===== src/rtl/mips_exec_pkg.sv =====
// Shared constants for the MIPS execute slice: ALUOp encodings from main
// control, 4-bit ALU control codes and the R-type funct values we decode.
package mips_exec_pkg;

  // ALUOp from main control
  localparam logic [1:0] ALUOP_MEM   = 2'b00;  // lw/sw address add
  localparam logic [1:0] ALUOP_BEQ   = 2'b01;  // branch compare via subtract
  localparam logic [1:0] ALUOP_RTYPE = 2'b10;  // operation chosen by funct
  localparam logic [1:0] ALUOP_IMM   = 2'b11;  // addi

  // ALU control codes
  localparam logic [3:0] CTL_AND     = 4'b0000;
  localparam logic [3:0] CTL_OR      = 4'b0001;
  localparam logic [3:0] CTL_ADD     = 4'b0010;
  localparam logic [3:0] CTL_SUB     = 4'b0110;
  localparam logic [3:0] CTL_SLT     = 4'b0111;
  localparam logic [3:0] CTL_NOR     = 4'b1100;
  localparam logic [3:0] CTL_ILLEGAL = 4'b1111;

  // R-type funct field values
  localparam logic [5:0] FUNCT_ADD = 6'b100000;
  localparam logic [5:0] FUNCT_SUB = 6'b100010;
  localparam logic [5:0] FUNCT_AND = 6'b100100;
  localparam logic [5:0] FUNCT_OR  = 6'b100101;
  localparam logic [5:0] FUNCT_SLT = 6'b101010;
  localparam logic [5:0] FUNCT_NOR = 6'b100111;

endpackage


===== src/rtl/mips_exec_unit_if.sv =====
// Bus between the decode/operand stage and the execute slice.
//   master: drives valid_in, alu_op, funct, op_a, op_b, pc_in; observes results.
//   slave : the execute slice; drives alu_ctl (combinational) and the
//           registered alu_out, zero, pc_plus4, illegal, valid_out.
interface mips_exec_unit_if #(
  parameter int unsigned WIDTH = 32
);
  logic             valid_in;
  logic [1:0]       alu_op;
  logic [5:0]       funct;
  logic [WIDTH-1:0] op_a;
  logic [WIDTH-1:0] op_b;
  logic [WIDTH-1:0] pc_in;
  logic [3:0]       alu_ctl;
  logic [WIDTH-1:0] alu_out;
  logic             zero;
  logic [WIDTH-1:0] pc_plus4;
  logic             illegal;
  logic             valid_out;

  modport master (
    output valid_in, alu_op, funct, op_a, op_b, pc_in,
    input  alu_ctl, alu_out, zero, pc_plus4, illegal, valid_out
  );

  modport slave (
    input  valid_in, alu_op, funct, op_a, op_b, pc_in,
    output alu_ctl, alu_out, zero, pc_plus4, illegal, valid_out
  );
endinterface


===== src/rtl/alu_ctl_decode.sv =====
// ALU control decode: maps ALUOp and funct to the 4-bit ALU control code.
// Purely combinational.
//   alu_op  : ALUOp from main control
//   funct   : instruction funct field
//   alu_ctl : decoded control code (CTL_ILLEGAL for unsupported funct)
module alu_ctl_decode
  import mips_exec_pkg::*;
(
  input  logic [1:0] alu_op,
  input  logic [5:0] funct,
  output logic [3:0] alu_ctl
);

  always_comb begin
    alu_ctl = CTL_ILLEGAL;
    unique case (alu_op)
      ALUOP_MEM:   alu_ctl = CTL_ADD;
      ALUOP_BEQ:   alu_ctl = CTL_SUB;
      ALUOP_IMM:   alu_ctl = CTL_ADD;
      ALUOP_RTYPE: begin
        case (funct)
          FUNCT_ADD: alu_ctl = CTL_ADD;
          FUNCT_SUB: alu_ctl = CTL_SUB;
          FUNCT_AND: alu_ctl = CTL_AND;
          FUNCT_OR:  alu_ctl = CTL_OR;
          FUNCT_SLT: alu_ctl = CTL_SLT;
          FUNCT_NOR: alu_ctl = CTL_NOR;
          default:   alu_ctl = CTL_ILLEGAL;
        endcase
      end
      default:     alu_ctl = CTL_ILLEGAL;
    endcase
  end

endmodule


===== src/rtl/mips_exec_unit.sv =====
// Execute slice of the single-cycle MIPS datapath: ALU control decode, 32-bit
// ALU with zero flag and the sequential PC adder, with results registered so
// the downstream memory/branch logic sees stable values one cycle later.
//   clock : rising-edge clock
//   reset : asynchronous active-high reset, clears all registered outputs
//   bus   : slave side of mips_exec_unit_if (operands in, results out)
module mips_exec_unit
  import mips_exec_pkg::*;
#(
  parameter int unsigned WIDTH   = 32,
  parameter int unsigned PC_STEP = 4
) (
  input logic             clock,
  input logic             reset,
  mips_exec_unit_if.slave bus
);

  logic [3:0]       ctl;
  logic [WIDTH-1:0] result;
  logic             bad_ctl;
  logic [WIDTH-1:0] pc_next;

  logic [WIDTH-1:0] alu_out_q;
  logic             zero_q;
  logic [WIDTH-1:0] pc_plus4_q;
  logic             illegal_q;
  logic             valid_q;

  alu_ctl_decode u_decode (
    .alu_op  (bus.alu_op),
    .funct   (bus.funct),
    .alu_ctl (ctl)
  );

  assign bus.alu_ctl = ctl;

  // Add/sub wrap silently; no overflow detection in this core.
  always_comb begin
    result  = '0;
    bad_ctl = 1'b0;
    case (ctl)
      CTL_AND: result = bus.op_a & bus.op_b;
      CTL_OR:  result = bus.op_a | bus.op_b;
      CTL_ADD: result = bus.op_a + bus.op_b;
      CTL_SUB: result = bus.op_a - bus.op_b;
      CTL_SLT: result = {{(WIDTH-1){1'b0}}, ($signed(bus.op_a) < $signed(bus.op_b))};
      CTL_NOR: result = ~(bus.op_a | bus.op_b);
      default: bad_ctl = 1'b1;
    endcase
  end

  assign pc_next = bus.pc_in + WIDTH'(PC_STEP);

  // zero resets high to stay consistent with the cleared result.
  always_ff @(posedge clock or posedge reset) begin
    if (reset) begin
      alu_out_q  <= '0;
      zero_q     <= 1'b1;
      pc_plus4_q <= '0;
      illegal_q  <= 1'b0;
      valid_q    <= 1'b0;
    end else begin
      valid_q <= bus.valid_in;
      if (bus.valid_in) begin
        alu_out_q  <= result;
        zero_q     <= (result == '0);
        pc_plus4_q <= pc_next;
        illegal_q  <= bad_ctl;
      end
    end
  end

  assign bus.alu_out   = alu_out_q;
  assign bus.zero      = zero_q;
  assign bus.pc_plus4  = pc_plus4_q;
  assign bus.illegal   = illegal_q;
  assign bus.valid_out = valid_q;

endmodule


===== src/flat_wrapper.sv =====
// flat-port wrapper written by rule: the top's interface ports become plain ports
module mips_exec_unit_flat import mips_exec_pkg::*;
#(
  parameter int unsigned WIDTH   = 32,
  parameter int unsigned PC_STEP = 4
)
  (clock, reset, bus_valid_in, bus_alu_op, bus_funct, bus_op_a, bus_op_b, bus_pc_in, bus_alu_ctl, bus_alu_out, bus_zero, bus_pc_plus4, bus_illegal, bus_valid_out);
  mips_exec_unit_if #(.WIDTH(WIDTH)) bus_i ();
  input logic clock;
  input logic reset;
  input wire logic [$bits(bus_i.valid_in)-1:0] bus_valid_in;
  input wire logic [$bits(bus_i.alu_op)-1:0] bus_alu_op;
  input wire logic [$bits(bus_i.funct)-1:0] bus_funct;
  input wire logic [$bits(bus_i.op_a)-1:0] bus_op_a;
  input wire logic [$bits(bus_i.op_b)-1:0] bus_op_b;
  input wire logic [$bits(bus_i.pc_in)-1:0] bus_pc_in;
  output wire logic [$bits(bus_i.alu_ctl)-1:0] bus_alu_ctl;
  output wire logic [$bits(bus_i.alu_out)-1:0] bus_alu_out;
  output wire logic [$bits(bus_i.zero)-1:0] bus_zero;
  output wire logic [$bits(bus_i.pc_plus4)-1:0] bus_pc_plus4;
  output wire logic [$bits(bus_i.illegal)-1:0] bus_illegal;
  output wire logic [$bits(bus_i.valid_out)-1:0] bus_valid_out;
  assign bus_i.valid_in = bus_valid_in;
  assign bus_i.alu_op = bus_alu_op;
  assign bus_i.funct = bus_funct;
  assign bus_i.op_a = bus_op_a;
  assign bus_i.op_b = bus_op_b;
  assign bus_i.pc_in = bus_pc_in;
  assign bus_alu_ctl = bus_i.alu_ctl;
  assign bus_alu_out = bus_i.alu_out;
  assign bus_zero = bus_i.zero;
  assign bus_pc_plus4 = bus_i.pc_plus4;
  assign bus_illegal = bus_i.illegal;
  assign bus_valid_out = bus_i.valid_out;
  mips_exec_unit #(.WIDTH(WIDTH), .PC_STEP(PC_STEP)) u_core (.clock(clock), .reset(reset), .bus(bus_i));
endmodule

===== config.mk =====
export PLATFORM = sky130hd
export DESIGN_NAME = mips_exec_unit_flat
export DESIGN_NICKNAME = d
export VERILOG_FILES = /design/src/rtl/mips_exec_pkg.sv /design/src/rtl/mips_exec_unit_if.sv /design/src/rtl/alu_ctl_decode.sv /design/src/rtl/mips_exec_unit.sv /design/src/flat_wrapper.sv
export SDC_FILE = /design/constraint.sdc
export NUM_CORES = 1
export LEC_CHECK = 0
export ABC_AREA = 1
export ABC_CLOCK_PERIOD_IN_PS = 2630
export CAP_MARGIN = 20
export CORE_UTILIZATION = 45
export DETAILED_ROUTE_END_ITERATION = 6
export PLACE_DENSITY = 0.7
export SLEW_MARGIN = 20
export SYNTH_ARGS = -nofsm -noshare
export SYNTH_HDL_FRONTEND = slang
export SYNTH_SLANG_ARGS = --single-unit

===== constraint.sdc =====
create_clock -name clock -period 2.63 [get_ports clock]
set_input_delay 0.3945 -clock clock [delete_from_list [all_inputs] [get_ports clock]]
set_output_delay 0.3945 -clock clock [all_outputs]
set_load 0.01 [all_outputs]

# After elaboration in Yosys (flattened, before gate mapping)
# Index checks and enable logic that the tools add are counted.
# totals
regBits,67
out_inout_bits,71
wordCells,35
input_bits,107
# classes
n_reduce_logical,5
muxes,4
add_sub_neg,3
n_eq_ne,14
bitwise,3
n_lt_le_gt_ge,1
# ops
op,n
one-hot mux 32 bit (6 select lines),1
"equality test 6 bit, second input constant",6
"adder 32 x 3 -> 32 bit, second input constant",1
adder 32 bit,1
AND 32 bit,1
zero test 32 bit,1
< comparator 32 bit,1
inverter 32 bit,1
OR 32 bit,1
subtractor 32 bit,1
one-hot mux 4 bit (6 select lines),1
one-hot mux 4 bit (3 select lines),1
"equality test 4 x 3 -> 1 bit, second input constant",2
OR reduction 6 bit,1
"equality test 2 bit, second input constant",2
"equality test 4 x 1 -> 1 bit, second input constant",1
"equality test 4 x 2 -> 1 bit, second input constant",1
"equality test 4 bit, second input constant",1
zero test 4 bit,1
"equality test 2 x 1 -> 1 bit, second input constant",1
zero test 2 bit,1
OR reduction 2 bit,1
2-to-1 mux 1 bit,1

# Depth between registers and ports, before layout
# logic_depth
word_depth,6
depth_mapped,22
ltp_nobuf,21

# Cells and area by module
# A second synthesis with hierarchy kept.
# unflattened
hier_cells,1750
hier_area_um2,9962.1
# by_module_without_submodules
module,seq_area_each_um2,area_each_um2,n_inst,cells_each
mips_exec_unit,1677.9,9775.6,1,1717
alu_ctl_decode,0.0,186.4,1,33

# Worst setup path before layout
# No wires, ideal clock.
# synth_timing
kind,input-to-reg
from,input bus_op_a[0]
to,"register u_core.zero_q, in the netlist u_core.bus.zero"
arrival_time_ps,2338
setup_slack_ps,231
t_required_ps,2569
setup_time_ps,61
path_stages,20
path_buffers,0
path_cell_list,inv_1 > ha_1 > fa_1 > inv_1 > nand2_1 > o21ai_1 > nand2_1 > nand2_1 > nand2_1 > nand2_1 > nand2_1 > a21oi_1 > nor2_1 > nor2_1 > nand2_1 > nor2_1 > nand2_1 > nor2_1 > nand2_1 > nand2_1
# synth_via
elab_chain_len,4
elab_cells_between_ends,8
classes_between,add/sub: 2; order compare: 1; mux: 1; bitwise: 3; reduce/logical: 1
# synth_lines
item,line_no,rtl
"start, declared",flat_wrapper.sv:14,input wire logic [$bits(bus_i.op_a)-1:0] bus_op_a;
branches (longest 2 deep; another with subtractor 32 bit),--,
one-hot mux 32 bit (6 select lines) (*),mips_exec_unit.sv:41,case (ctl)
zero test 32 bit (*),mips_exec_unit.sv:66,zero_q <= (result == '0);
"end signal, assigned",mips_exec_unit.sv:66,
"end, declared",mips_exec_unit.sv:24,logic zero_q;
# Every way passes the cells marked *.
# A chain may end at the register's enable or synchronous reset.

# Worst setup path after layout
# layout_timing
from,input bus_pc_in[11]
to,"register u_core.pc_plus4_q[26], in the netlist u_core.bus.pc_plus4[26]"
# layout_via
elab_chain_len,1
# layout_lines
item,line_no,rtl
"start, declared",flat_wrapper.sv:16,input wire logic [$bits(bus_i.pc_in)-1:0] bus_pc_in;
adder 32 x 3 -> 32 bit,mips_exec_unit.sv:52,assign pc_next = bus.pc_in + WIDTH'(PC_STEP);
"end signal, assigned",mips_exec_unit.sv:67,pc_plus4_q <= pc_next;
"end, declared",mips_exec_unit.sv:25,logic [WIDTH-1:0] pc_plus4_q;
# Every way passes these cells.

==> insert_results.sql <==
INSERT INTO impl_metrics (metric_group, metric, value, unit) VALUES
('critical_path', 'cpLargestDelayFamily', 'simple AND/OR/NAND/NOR gates', ''),
('critical_path', 'critical_path.startpoint_type', 'input port', ''),
('floorplan', 'core_area', '0.0212', 'mm²'),
('global_route', 'grt-ovfl-total', '0', ''),
('detailed_routing', 'drt_iter0_markers', '1593', ''),
('floorplan', 'die_height', '150', 'µm'),
('critical_path', 'critical_path.cell_chain', 'clkdlybuf4s50_1, nand2_1, nor3_4, nor3b_4, nand3_2, nor2_4, nand3_2, nor3_4, xor2_1, nand2_1, nand2_1', ''),
('run_status', 'failed_checks', 'design-rule violations, negative setup slack', ''),
('critical_path', 'worst_setup_path_startpoint', 'bus_pc_in[11]', ''),
('place', 'port_buffers', '177', ''),
('yosys', 'synth_area', '0.00986', 'mm²'),
('place', 'dpl.hpwl', '36.5', 'mm'),
('detailed_routing', 'avgRoutedWirePerCell', '20.7', 'µm'),
('critical_path', 'crit_arrival', '3.21', 'ns'),
('detailed_routing', 'detailedRoute.firstPassIterationCount', '7', ''),
('yosys', 'syn_nets', '1943', ''),
('power_and_ir_drop', 'leakage_power_summed_over_all_cells', '9.63', 'nW'),
('floorplan', 'floorplan.rows', '53', ''),
('finish', 'finish.instance_area', '0.0180', 'mm²'),
('detailed_routing', 'wl', '54.7', 'mm'),
('yosys', 'async_reset_ff_share', '100', '%'),
('critical_path', 'cp.required', '2.91', 'ns'),
('global_route', 'grt_antenna_before_repair', '2', ''),
('detailed_routing', 'drt_drc_violations_left', '3', ''),
('sta', 'timing.clock.skew', '0', 'ns'),
('yosys', 'synth-seq-cells', '67', ''),
('detailed_routing', 'vias_per_cell', '5.71', ''),
('floorplan', 'pin_count', '178', ''),
('sta', 'peak_freq', '341', 'MHz'),
('sta', 'finalMaxSlewViolations', '0', ''),
('clock_tree', 'clkSlewWorstSetupHoldPaths', '0.07', 'ns'),
('clock_tree', 'number_of_cts_inserted_buffers', '9', ''),
('finish', 'n_fill_cell', '1225', ''),
('sta', 'final.period_utilization', '112', '%'),
('flow_run', 'cap_violations', '0', ''),
('finish', 'area_growth', '82.6', '%'),
('critical_path', 'worst_setup_path_end_kind', 'flip-flop', ''),
('critical_path', 'crit-reg2reg-launch', 'u_core.bus.illegal', ''),
('global_route', 'grt_resource_usage_total', '41.1', '%'),
('min_path', 'hold_class', 'input port to asynchronous set/reset pin', ''),
('power_and_ir_drop', 'total_power', '0.00668', 'W'),
('critical_path', 'critPathSlowestCell', 'sky130_fd_sc_hd__clkdlybuf4s50_1', ''),
('critical_path', 'worstPathBufferInverterCount', '1', ''),
('place', 'numPlacedInstances', '2547', ''),
('global_route', 'first_global_vias', '13551', ''),
('yosys', 'syn_inst', '1727', ''),
('global_route', 'maximum_number_of_pins_on_one_net_before_global_route_repair', '67', ''),
('critical_path', 'critical-path-top-cell-by-count', 'sky130_fd_sc_hd__nand2_1', ''),
('clock_tree', 'clock_latency', '0.33', 'ns'),
('critical_path', 'setup.worst_path.class', 'input port to flip-flop', ''),
('finish', 'ff_latch_area', '0.00168', 'mm²'),
('clock_tree', 'root_buffer', 'sky130_fd_sc_hd__clkbuf_16', ''),
('global_route', 'grt_pass1_wl', '70.9', 'mm'),
('finish', 'layout.cells.non_filler', '2641', ''),
('yosys', 'synth_flop_cell', 'sky130_fd_sc_hd__dfrtp_1', ''),
('sta', 'tightestPinTransition', '1.03', 'ns'),
('yosys', 'synth_enable_flop_cells', '0', ''),
('power_and_ir_drop', 'peakVddDrop', '0.325', 'mV'),
('finish', 'drive_gt1_share', '42.1', '%'),
('yosys', 'yosysUniqueCellTypes', '47', ''),
('detailed_routing', 'postRouteAntennaNets', '0', ''),
('sta', 'timing_hold_violations_final', '0', ''),
('sta', 'setup_viol_count_final', '6', ''),
('yosys', 'postSynthAreaPerCell', '5.71', 'µm²'),
('sta', 'setup_slack', '-0.306', 'ns'),
('finish', 'num-nets-final', '2576', ''),
('place', 'placement_cell_area', '0.0149', 'mm²'),
('run_status', 'status', 'finished, violations left', ''),
('finish', 'area_taken_by_multi_input_logic_gates', '0.00895', 'mm²'),
('critical_path', 'critical_path.max_fanout', '3', ''),
('clock_tree', 'clk_sinks', '67', '');
-- metal layers --
layer | track usage, % | share of wire (%)
met2 | 70.1 | 45
met4 | 18.5 | 7.4
met5 | 0 | 0.024
met3 | 6.34 | 11
met1 | 50.8 | 36
-- placed cells by master, fill, tap and decap left out, drive strengths merged, types with 6 or more instances in the layout --
| cell | instances |
|---|---|
| ha | 107 |
| clkbuf | 26 |
| xor2 | 32 |
| o21bai | 9 |
| clkinv | 6 |
| clkdlybuf4s15 | 6 |
| nand3 | 133 |
| o21ai | 68 |
| dlygate4sd2 | 8 |
| nor2 | 252 |
| nor4 | 7 |
| clkdlybuf4s50 | 104 |
| nand2 | 579 |
| buf | 488 |
| dlymetal6s2s | 42 |
| xnor2 | 7 |
| dfrtp | 66 |
| a21oi | 69 |
| a31oi | 8 |
| nor3 | 16 |
| nand4 | 30 |
| inv | 277 |
-- repair_timing --
action / in CTS / in global routing
buffers inserted: 33 / 44
cloned: 0 / 0
gates resized for setup: 307 / 410
hold buffers: 0 / 0
endpoints found under the setup margin: 28 / 35
pin swaps: 77 / 179
-- stage by stage --
| stage | utilization, % | hold WS [ns] | TNS (ns) |
|---|---|---|---|
| after floorplan | - | 0.426 | 0 |
| after global placement | 70.4 | 0.456 | -14.91 |
| after detailed placement | 70.4 | 0.463 | -17.50 |
| after CTS | 77.7 | 0.401 | -0.220 |
| after global routing | 84.8 | 0.493 | -2.34 |
| final | 84.8 | 0.478 | -1.23 |
-- registers in the layout, summed over array words and instances (netlist names) --
name	count
u_core.bus.pc_plus4	32
u_core.bus.valid_out	1
u_core.bus.illegal	1
u_core.bus.zero	1
u_core.bus.alu_out	32
-- cell families after synthesis --
logic type	after synthesis	share of synthesized area, %
compound gates	163	8.86
simple gates	1030	43.8
xor+xnor	39	3.47
fa+ha+maj	109	14.0
buf+inv	319	12.9
flops	67	17.0
-- Yosys cell counts (8+ instances only) --
cell	count	area [µm²]
sky130_fd_sc_hd__nor3_1	13	65.1
sky130_fd_sc_hd__clkbuf_1	14	52.6
sky130_fd_sc_hd__buf_2	16	80.1
sky130_fd_sc_hd__nand3_1	128	641
sky130_fd_sc_hd__nand2_1	575	2160
sky130_fd_sc_hd__o21ai_1	9	45.0
sky130_fd_sc_hd__nand4_1	30	188
sky130_fd_sc_hd__nor2_1	242	908
sky130_fd_sc_hd__o21bai_1	9	67.6
sky130_fd_sc_hd__ha_1	107	1340
sky130_fd_sc_hd__xor2_1	32	280
sky130_fd_sc_hd__inv_1	274	1030
sky130_fd_sc_hd__o21ai_0	59	295
sky130_fd_sc_hd__a21oi_1	68	340
sky130_fd_sc_hd__a31oi_1	8	50.1
sky130_fd_sc_hd__dfrtp_1	66	1650
-- final cells by class --
cell class	count	area share [%]
timing repair buffer	664	31.7
sequential	67	9.32
antenna	1	0.0139
inverter	277	5.82
clock inverter	6	0.188
clock buffer	10	1.27
multi-input combinational	1341	49.7
tap	275	1.91
-- final timing paths --
check                                           to  slack [ns]  depth (start not counted)
setup / recovery           u_core.bus.pc_plus4[26]       -0.31                         11
hold / removal              u_core.bus.pc_plus4[2]        0.48                          2
setup reg to reg                u_core.bus.illegal        1.42                          2
hold reg to reg             u_core.bus.pc_plus4[1]        0.48                          2
max in group asynchronous       u_core.bus.illegal        1.40                          3
min in group clock          u_core.bus.pc_plus4[1]        0.48                          2
-- worst reg2reg max path: cells and delay by family (launching register included) --
family	cells	cell delay, ns
AO/OA/AOI/OAI	1	0.39
flip-flops	1	0.40
AND/OR/NAND/NOR	1	0.12
-- where the power goes --
part | internal [W] | switching (W)
sequential | 0.00118 | 0.000105
clock | 0.000631 | 0.000470
combinational | 0.00196 | 0.00233
No activity file was read; power rests on OpenSTA's default activity.
